**src/rtl/veririsc_pkg.sv**
```systemverilog
// Shared VeriRISC constants: opcode and phase encodings, field widths,
// and the ALU-class opcode helper.
package veririsc_pkg;

    localparam int OPC_W = 3;
    localparam int PH_W  = 3;

    localparam logic [OPC_W-1:0] OP_HLT = 3'd0;
    localparam logic [OPC_W-1:0] OP_SKZ = 3'd1;
    localparam logic [OPC_W-1:0] OP_ADD = 3'd2;
    localparam logic [OPC_W-1:0] OP_AND = 3'd3;
    localparam logic [OPC_W-1:0] OP_XOR = 3'd4;
    localparam logic [OPC_W-1:0] OP_LDA = 3'd5;
    localparam logic [OPC_W-1:0] OP_STO = 3'd6;
    localparam logic [OPC_W-1:0] OP_JMP = 3'd7;

    // The eight phases of one instruction cycle, in execution order.
    typedef enum logic [PH_W-1:0] {
        PH_INST_ADDR  = 3'd0,
        PH_INST_FETCH = 3'd1,
        PH_INST_LOAD  = 3'd2,
        PH_IDLE       = 3'd3,
        PH_OP_ADDR    = 3'd4,
        PH_OP_FETCH   = 3'd5,
        PH_ALU_OP     = 3'd6,
        PH_STORE      = 3'd7
    } phase_e;

    // Opcodes that read an operand from memory into the accumulator.
    function automatic logic is_aluop(input logic [OPC_W-1:0] op);
        return (op == OP_ADD) || (op == OP_AND) || (op == OP_XOR) || (op == OP_LDA);
    endfunction

endpackage

```
**src/rtl/veririsc_ctrl_decode.sv**
```systemverilog
// Pure combinational decode from (phase, opcode, zero, halted) to the
// nine datapath control lines. Phases 0-3 never look at the opcode.
module veririsc_ctrl_decode
    import veririsc_pkg::*;
(
    input  phase_e           phase,
    input  logic [OPC_W-1:0] opcode,
    input  logic             zero,
    input  logic             halted,
    output logic             sel,
    output logic             rd,
    output logic             ld_ir,
    output logic             inc_pc,
    output logic             ld_pc,
    output logic             halt,
    output logic             data_e,
    output logic             ld_ac,
    output logic             wr
);

    logic aluop;

    assign aluop = is_aluop(opcode);

    // Control decode: everything defaults low, a halted core only shows halt.
    always_comb begin
        sel    = 1'b0;
        rd     = 1'b0;
        ld_ir  = 1'b0;
        inc_pc = 1'b0;
        ld_pc  = 1'b0;
        halt   = 1'b0;
        data_e = 1'b0;
        ld_ac  = 1'b0;
        wr     = 1'b0;
        if (halted) begin
            halt = 1'b1;
        end else begin
            case (phase)
                PH_INST_ADDR: begin
                    sel = 1'b1;
                end
                PH_INST_FETCH: begin
                    sel = 1'b1;
                    rd  = 1'b1;
                end
                PH_INST_LOAD, PH_IDLE: begin
                    sel   = 1'b1;
                    rd    = 1'b1;
                    ld_ir = 1'b1;
                end
                PH_OP_ADDR: begin
                    halt   = (opcode == OP_HLT);
                    inc_pc = (opcode != OP_HLT);
                end
                PH_OP_FETCH: begin
                    rd = aluop;
                end
                PH_ALU_OP: begin
                    rd     = aluop;
                    inc_pc = (opcode == OP_SKZ) && zero;
                    ld_pc  = (opcode == OP_JMP);
                    data_e = (opcode == OP_STO);
                end
                PH_STORE: begin
                    rd     = aluop;
                    ld_ac  = aluop;
                    ld_pc  = (opcode == OP_JMP);
                    data_e = (opcode == OP_STO);
                    wr     = (opcode == OP_STO);
                end
                default: begin
                    sel = 1'b0;
                end
            endcase
        end
    end

endmodule

```
**src/rtl/veririsc_controller.sv**
```systemverilog
// VeriRISC instruction-cycle sequencer: an 8-phase counter plus a sticky
// halted flag, with the control lines decoded combinationally from them.
module veririsc_controller
    import veririsc_pkg::*;
(
    input  logic             clk,
    input  logic             rst,
    input  logic [OPC_W-1:0] opcode,
    input  logic             zero,
    output logic             sel,
    output logic             rd,
    output logic             ld_ir,
    output logic             inc_pc,
    output logic             ld_pc,
    output logic             halt,
    output logic             data_e,
    output logic             ld_ac,
    output logic             wr,
    output logic [PH_W-1:0]  phase
);

    phase_e phase_q;
    phase_e phase_d;
    logic   halted_q;
    logic   halted_d;
    logic   wr_dec;

    // Phase and halted registers, cleared asynchronously by active-low rst.
    always_ff @(posedge clk or negedge rst) begin
        if (!rst) begin
            phase_q  <= PH_INST_ADDR;
            halted_q <= 1'b0;
        end else begin
            phase_q  <= phase_d;
            halted_q <= halted_d;
        end
    end

    // Next state: advance every cycle, but a HLT in the operand-address phase freezes at phase 4.
    always_comb begin
        phase_d  = phase_q;
        halted_d = halted_q;
        if (!halted_q) begin
            if ((phase_q == PH_OP_ADDR) && (opcode == OP_HLT)) begin
                halted_d = 1'b1;
            end else begin
                phase_d = phase_e'(phase_q + 3'd1);
            end
        end
    end

    veririsc_ctrl_decode u_decode (
        .phase  (phase_q),
        .opcode (opcode),
        .zero   (zero),
        .halted (halted_q),
        .sel    (sel),
        .rd     (rd),
        .ld_ir  (ld_ir),
        .inc_pc (inc_pc),
        .ld_pc  (ld_pc),
        .halt   (halt),
        .data_e (data_e),
        .ld_ac  (ld_ac),
        .wr     (wr_dec)
    );

    // A write strobe must never escape while reset is held.
    assign wr    = wr_dec & rst;
    assign phase = phase_q;

endmodule

```
**config.mk**
```make
export PLATFORM = sky130hd
export DESIGN_NAME = veririsc_controller
export DESIGN_NICKNAME = d
export VERILOG_FILES = /design/src/rtl/veririsc_pkg.sv /design/src/rtl/veririsc_ctrl_decode.sv /design/src/rtl/veririsc_controller.sv
export SDC_FILE = /design/constraint.sdc
export NUM_CORES = 1
export LEC_CHECK = 0
export ABC_AREA = 1
export CAP_MARGIN = 20
export CORE_AREA = 2 2 39 41
export CTS_CLUSTER_SIZE = 14
export DETAILED_ROUTE_END_ITERATION = 8
export DIE_AREA = 0 0 41 43
export PLACE_DENSITY_LB_ADDON = 0.25
export SETUP_SLACK_MARGIN = 0.15
export SYNTH_ARGS = -nofsm -noshare
export SYNTH_HDL_FRONTEND = slang
export SYNTH_SLANG_ARGS = --single-unit
export TNS_END_PERCENT = 1
```
**constraint.sdc**
```tcl
create_clock -name clk -period 1.3 [get_ports clk]
set_clock_uncertainty 0.05 [all_clocks]
set_input_delay 0.325 -clock clk [delete_from_list [all_inputs] [get_ports clk]]
set_output_delay 0.325 -clock clk [all_outputs]
set_load 0.02 [all_outputs]
```
## Word level (Yosys, flattened, before mapping)

Index checks and enable logic that the tools add are counted.

| operators by class | value |
|---|---|
| add/sub/neg operators | 1 |
| equality and inequality tests | 14 |
| muxes and demuxes | 20 |
| bitwise gates (word level) | 3 |
| reductions and logical operators | 14 |

Operators with widths:

| cell | count |
|---|---|
| $eq A3 B3 Y1 const B | 8 |
| $mux W1 | 18 |
| $eq A3 B2 Y1 const B | 4 |
| $eq A3 B1 Y1 const B | 2 |
| $logic_not A3 Y1 | 2 |
| $reduce_or A3 Y1 | 2 |
| $pmux W1 S2 | 2 |
| $reduce_or A2 Y1 | 2 |
| $reduce_or A4 Y1 | 1 |
| $add A3 B1 Y3 const B | 1 |
| $logic_or A1 B1 Y1 | 3 |
| $reduce_bool A3 Y1 | 1 |
| $logic_and A1 B1 Y1 | 2 |
| $not A1 Y1 | 2 |
| $reduce_and A2 Y1 | 1 |
| $and A1 B1 Y1 | 1 |

| storage, ports and cells | value |
|---|---|
| bits in registers | 4 |
| bits of input ports | 6 |
| output and inout port bits | 12 |
| word-level logic and storage cells | 54 |

## Longest topological paths before layout

| depth | value |
|---|---|
| depth after elaboration | 6 |
| mapped depth | 8 |
| mapped depth without buffers | 8 |

## Modules after synthesis

From an unflattened synthesis, not the netlist that was laid out.

| second synthesis, totals | value |
|---|---|
| cells, all modules | 57 |
| area, all modules | 366.6 µm² |

By module, submodules not included:

| module | times used | cells an instance | area each (µm²) | sequential area each (µm²) |
|---|---|---|---|---|
| veririsc_controller | 1 | 25 | 217.7 | 100.1 |
| veririsc_ctrl_decode | 1 | 32 | 148.9 | 0.0 |

## Worst setup path after synthesis

No wires, ideal clock.

| path | value |
|---|---|
| kind | register to output |
| start | register phase_q[1] (netlist: phase[1]) |
| end | output ld_pc |
| data arrival time | 1.473 ns |
| required time | 0.925 ns |
| setup slack | -0.548 ns |
| cell stages (with the launch flop) | 7 |
| path buffers | 0 |
| path through | dfrtp_1 ha_1 ha_1 inv_1 nand2_1 nand2_1 nor3_1 |

| on the way | value |
|---|---|
| cells in the longest elaborated chain, start to end | 4 |
| elaborated cells on any way between the ends | 5 |
| those cells by class | 2 x eq/ne; 2 x mux; 1 x reduce/logical |

Ends and longest elaborated chain:

| item | RTL line | text |
|---|---|---|
| from (decl) | veririsc_controller.sv:22 | `phase_e phase_q;` |
| from (signal assigned) | veririsc_controller.sv:34 | `phase_q <= phase_d;` |
| $eq A3 B3 Y1 | veririsc_ctrl_decode.sv:39 | `case (phase)` |
| $reduce_or A2 Y1 (no line) * | -- |  |
| $mux W1 * | -- |  |
| $mux W1 * | veririsc_ctrl_decode.sv:36 | `if (halted) begin` |
| to (decl) | veririsc_controller.sv:14 | `output logic ld_pc,` |

Mark *: on every way between the ends. The rest lies on a longest branch, timed or not.

## Final worst setup path

| path | value |
|---|---|
| start | register phase_q[0] (netlist: phase[0]) |
| end | output ld_pc |

The elaborated chain is that of the path after synthesis.

==> results.txt <==
Walking the worst path, the cells encountered are ha_4 -> ha_4 -> inv_2 -> nand2_2 -> nand2_4 -> nor3_4 -> buf_6. Data on the critical path arrives at its endpoint at 1.49 ns. In the final design database the tool counted 117 nets. After synthesis the netlist holds a flip-flop and latch count of 4. The internal power is 271 µW. The number of cells produced by synthesis came out at 61.

The number of vias in the routed layout came out at 521. The library cell used most frequently in the layout, excluding fill and tap cells, is sky130_fd_sc_hd__buf_4. The clock transition at the registers of the reported paths is 0.04 ns. The category of the worst setup path capture point is a primary output. The worst path uses 143% of the clock period. The initial antenna violation count is 0.

The count of yosys warnings during synthesis came out at 0. The number of rows in the core area is 14. The final reports fail on setup timing.

Clock tree synthesis found a total of 4 sinks. The power share of the combinational group came out at 15.9%. The remaining max-slew budget at the tightest pin came out at 86.6%. The half-perimeter wire length after detailed placement came out at 1010 µm.

The total non-filler cell area in the finished layout is 963 µm². For this run the aggregate overflow at the end of global routing stands at 0. The remaining design rule violation count came out at 0. The starting utilization of the core area came out at 30.7%. The y dimension of the die came out at 43 µm. The share of power burned in the clock network is 48.8%. The slowest stage of the critical path belongs to the cell sky130_fd_sc_hd__dfrtp_2. The congestion estimate from routability-driven global placement came to 0.747.

The slew at the pin with the worst max-slew slack is 0.200 ns. The total leakage power came out at 0.000481 µW. The number of optimization iterations in the first detailed-route pass is 4. The max-cap violation count came out at 0. The cell area reported after detailed placement is 881 µm². The summed instance area of the synthesized netlist is 424 µm². The core footprint is 1380 µm². The global-route wire length before repair came out at 2100 µm. The synthesized netlist net count is 73.

The cell sitting at the root of the clock tree is a sky130_fd_sc_hd__clkbuf_4. Setup repair after global routing could not meet its margin everywhere. The required time of the worst setup path is 0.93 ns.

The worst vdd rail ir drop is 0.400 mV. The number of levels in the clock H-tree came out at 1. The number of fill cells in the layout is 116. In this run the tool buffered the top-level ports with 17 buffer cells. The worst-skew pair later-pin latency came out at 0.24 ns. Of all nets on the critical path, the largest fanout is 4. By startpoint and endpoint, the worst setup path is classified as reg -> out. TritonCTS built the clock tree. STA classifies the critical path startpoint as a register.

The net switching power of the design came out at 82.8 µW. The shortest period the worst path allows is 1.86 ns. The count of unique library cells instantiated by Yosys came out at 16. The die covers 1760 µm². The die extent in x came out at 41 µm.

In the final layout, the share of cells above drive strength 1 is 68.3%. A synthesized cell averages 6.95 µm². Static timing analysis puts the maximum clock frequency at 0.537 GHz. Pin placement for this block handled 18 I/O pins. The via count of the first global-routing pass is 493. The type of the most critical hold path is in -> async. In this design, the critical path's most frequently occurring cell is sky130_fd_sc_hd__ha_4. The total of hold buffers inserted after clock tree synthesis came out at 0. The via-per-instance ratio is 4.34. The final antenna diode count is 0. Setup violations remaining at the end of the flow were counted as 15.

The detailed-route wire length is 1310 µm. The number of pins with negative max-slew slack in the final report came out at 0. The final worst-path setup slack is -0.561 ns. In the layout the commonest cells are 24 x sky130_fd_sc_hd__buf_4, 11 x sky130_fd_sc_hd__nand2_1, 9 x sky130_fd_sc_hd__buf_6, 7 x sky130_fd_sc_hd__nand2_2, 6 x sky130_fd_sc_hd__inv_1. The proportion of total power due to net switching is 23.4%. The number of endpoints with negative hold slack in the final report is 0. The register area share after synthesis is 23.6%. The area growth from synthesis to layout is 127%. The largest net degree at the start of global routing came out at 6. The total global routing track utilization came out at 17.6%. The CTS buffer count is 3. The maximum single-stage delay on the critical path came out at 0.43 ns.

The power share of the sequential group came out at 35.3%. The per-cell routed wire length came out at 10.9 µm. The power density of the placed cells is 368 nW/µm². The number of design-rule violations left by the first detailed-router iteration is 4. The number of nets with antenna violations after detailed routing is 0. The maximum clock insertion buffer count is 2. The final hold slack is 0.324 ns. The run finished, with violations left.
[worst paths after layout]
check                           cells past startpoint        to  startpoint  slack (ns)
worst max-delay path                                7     ld_pc    phase[0]       -0.56
worst min-delay path                                2  phase[2]         rst        0.32
worst max register to register                      8  phase[0]    phase[0]       -0.07
worst min register to register                      3  phase[2]    phase[2]        0.60
max in group asynchronous                           2  phase[0]         rst        0.76
min in group clk                                    3  phase[2]    phase[2]        0.60
[critical path, delay by kind of cell (launching register included)]
| family | cells | cell delay [ns] |
|---|---|---|
| AND/OR/NAND/NOR | 3 | 0.33 |
| buffers and inverters | 2 | 0.18 |
| adder cells (fa/ha/maj) | 2 | 0.32 |
| flip-flops | 1 | 0.43 |
[metrics by stage]
stage               setup WS, ns  power (µW)  utilization [%]  setup TNS [ns]  cells
floorplan                 -0.267         143                -           -2.06     61
global placement           -1.05         178             63.7           -9.64    114
detailed placement         -1.13         179             63.7           -9.89    114
CTS                       -0.566         362             67.9           -5.15    120
global route              -0.648         384             69.6           -5.83    120
finish                    -0.561         354             69.6           -4.88    120
[layout make-up]
type / instances / area [µm²] / area share [%]
inverters: 11 / 43.8 / 4.55
flip-flops and latches: 4 / 104 / 10.8
multi-input cells: 46 / 428 / 44.4
repair buffers: 39 / 342 / 35.5
clock buffers: 4 / 26.3 / 2.73
well taps: 16 / 20.0 / 2.08
[Yosys cell counts]
master / number / area (µm²)
sky130_fd_sc_hd__a21oi_1: 4 / 20.0
sky130_fd_sc_hd__nand3b_1: 1 / 7.51
sky130_fd_sc_hd__nand2_4: 1 / 11.3
sky130_fd_sc_hd__nor2_2: 1 / 6.26
sky130_fd_sc_hd__inv_1: 10 / 37.5
sky130_fd_sc_hd__nand4_1: 1 / 6.26
sky130_fd_sc_hd__nor3_1: 2 / 10.0
sky130_fd_sc_hd__nor2_4: 1 / 11.3
sky130_fd_sc_hd__nor3b_2: 1 / 12.5
sky130_fd_sc_hd__ha_1: 6 / 75.1
sky130_fd_sc_hd__nor2_1: 5 / 18.8
sky130_fd_sc_hd__nand2_1: 19 / 71.3
sky130_fd_sc_hd__nand3_1: 3 / 15.0
sky130_fd_sc_hd__nand3_4: 1 / 17.5
sky130_fd_sc_hd__inv_2: 1 / 3.75
sky130_fd_sc_hd__dfrtp_1: 4 / 100
[cells by family after synthesis]
logic type / share of synthesized area, %
AO/OA/AOI/OAI: 4.72
flip-flops: 23.6
AND/OR/NAND/NOR: 44.3
adder cells (fa/ha/maj): 17.7
buffers and inverters: 9.73
[routing by layer]
metal	vias to the layer above	global-route usage [%]	wire length, µm	part of all wire [%]
met5	-	0	0	0
met4	0	8.00	20	1.5
met3	2	1.57	38	2.9
met2	10	30.6	768	59
met1	234	20.0	481	37
li1	275	-	-	-
[power by group through the flow]
stage / clock [µW] / combinational [µW] / sequential (µW)
4_1_cts: 181 / 56.2 / 125
5_1_grt: 198 / 60.8 / 125
3_5_place_dp: 0 / 52.5 / 127
2_1_floorplan: 0 / 16.4 / 127
3_3_place_gp: 0 / 51.1 / 127
6_report: 173 / 56.2 / 125
[state kept, by name (all words and copies together), names as in the netlist]
name / flops
phase: 3
halted_q: 1
[timing repair]
| action | 4_1_cts | 5_1_grt |
|---|---|---|
| setup endpoints to repair | 16 | 16 |
| pin swaps | 6 | 4 |
| resized for setup | 73 | 9 |
| endpoints found under the hold margin | 0 | 0 |
| buffers inserted | 2 | 0 |
(Power assumes the default switching activity.)
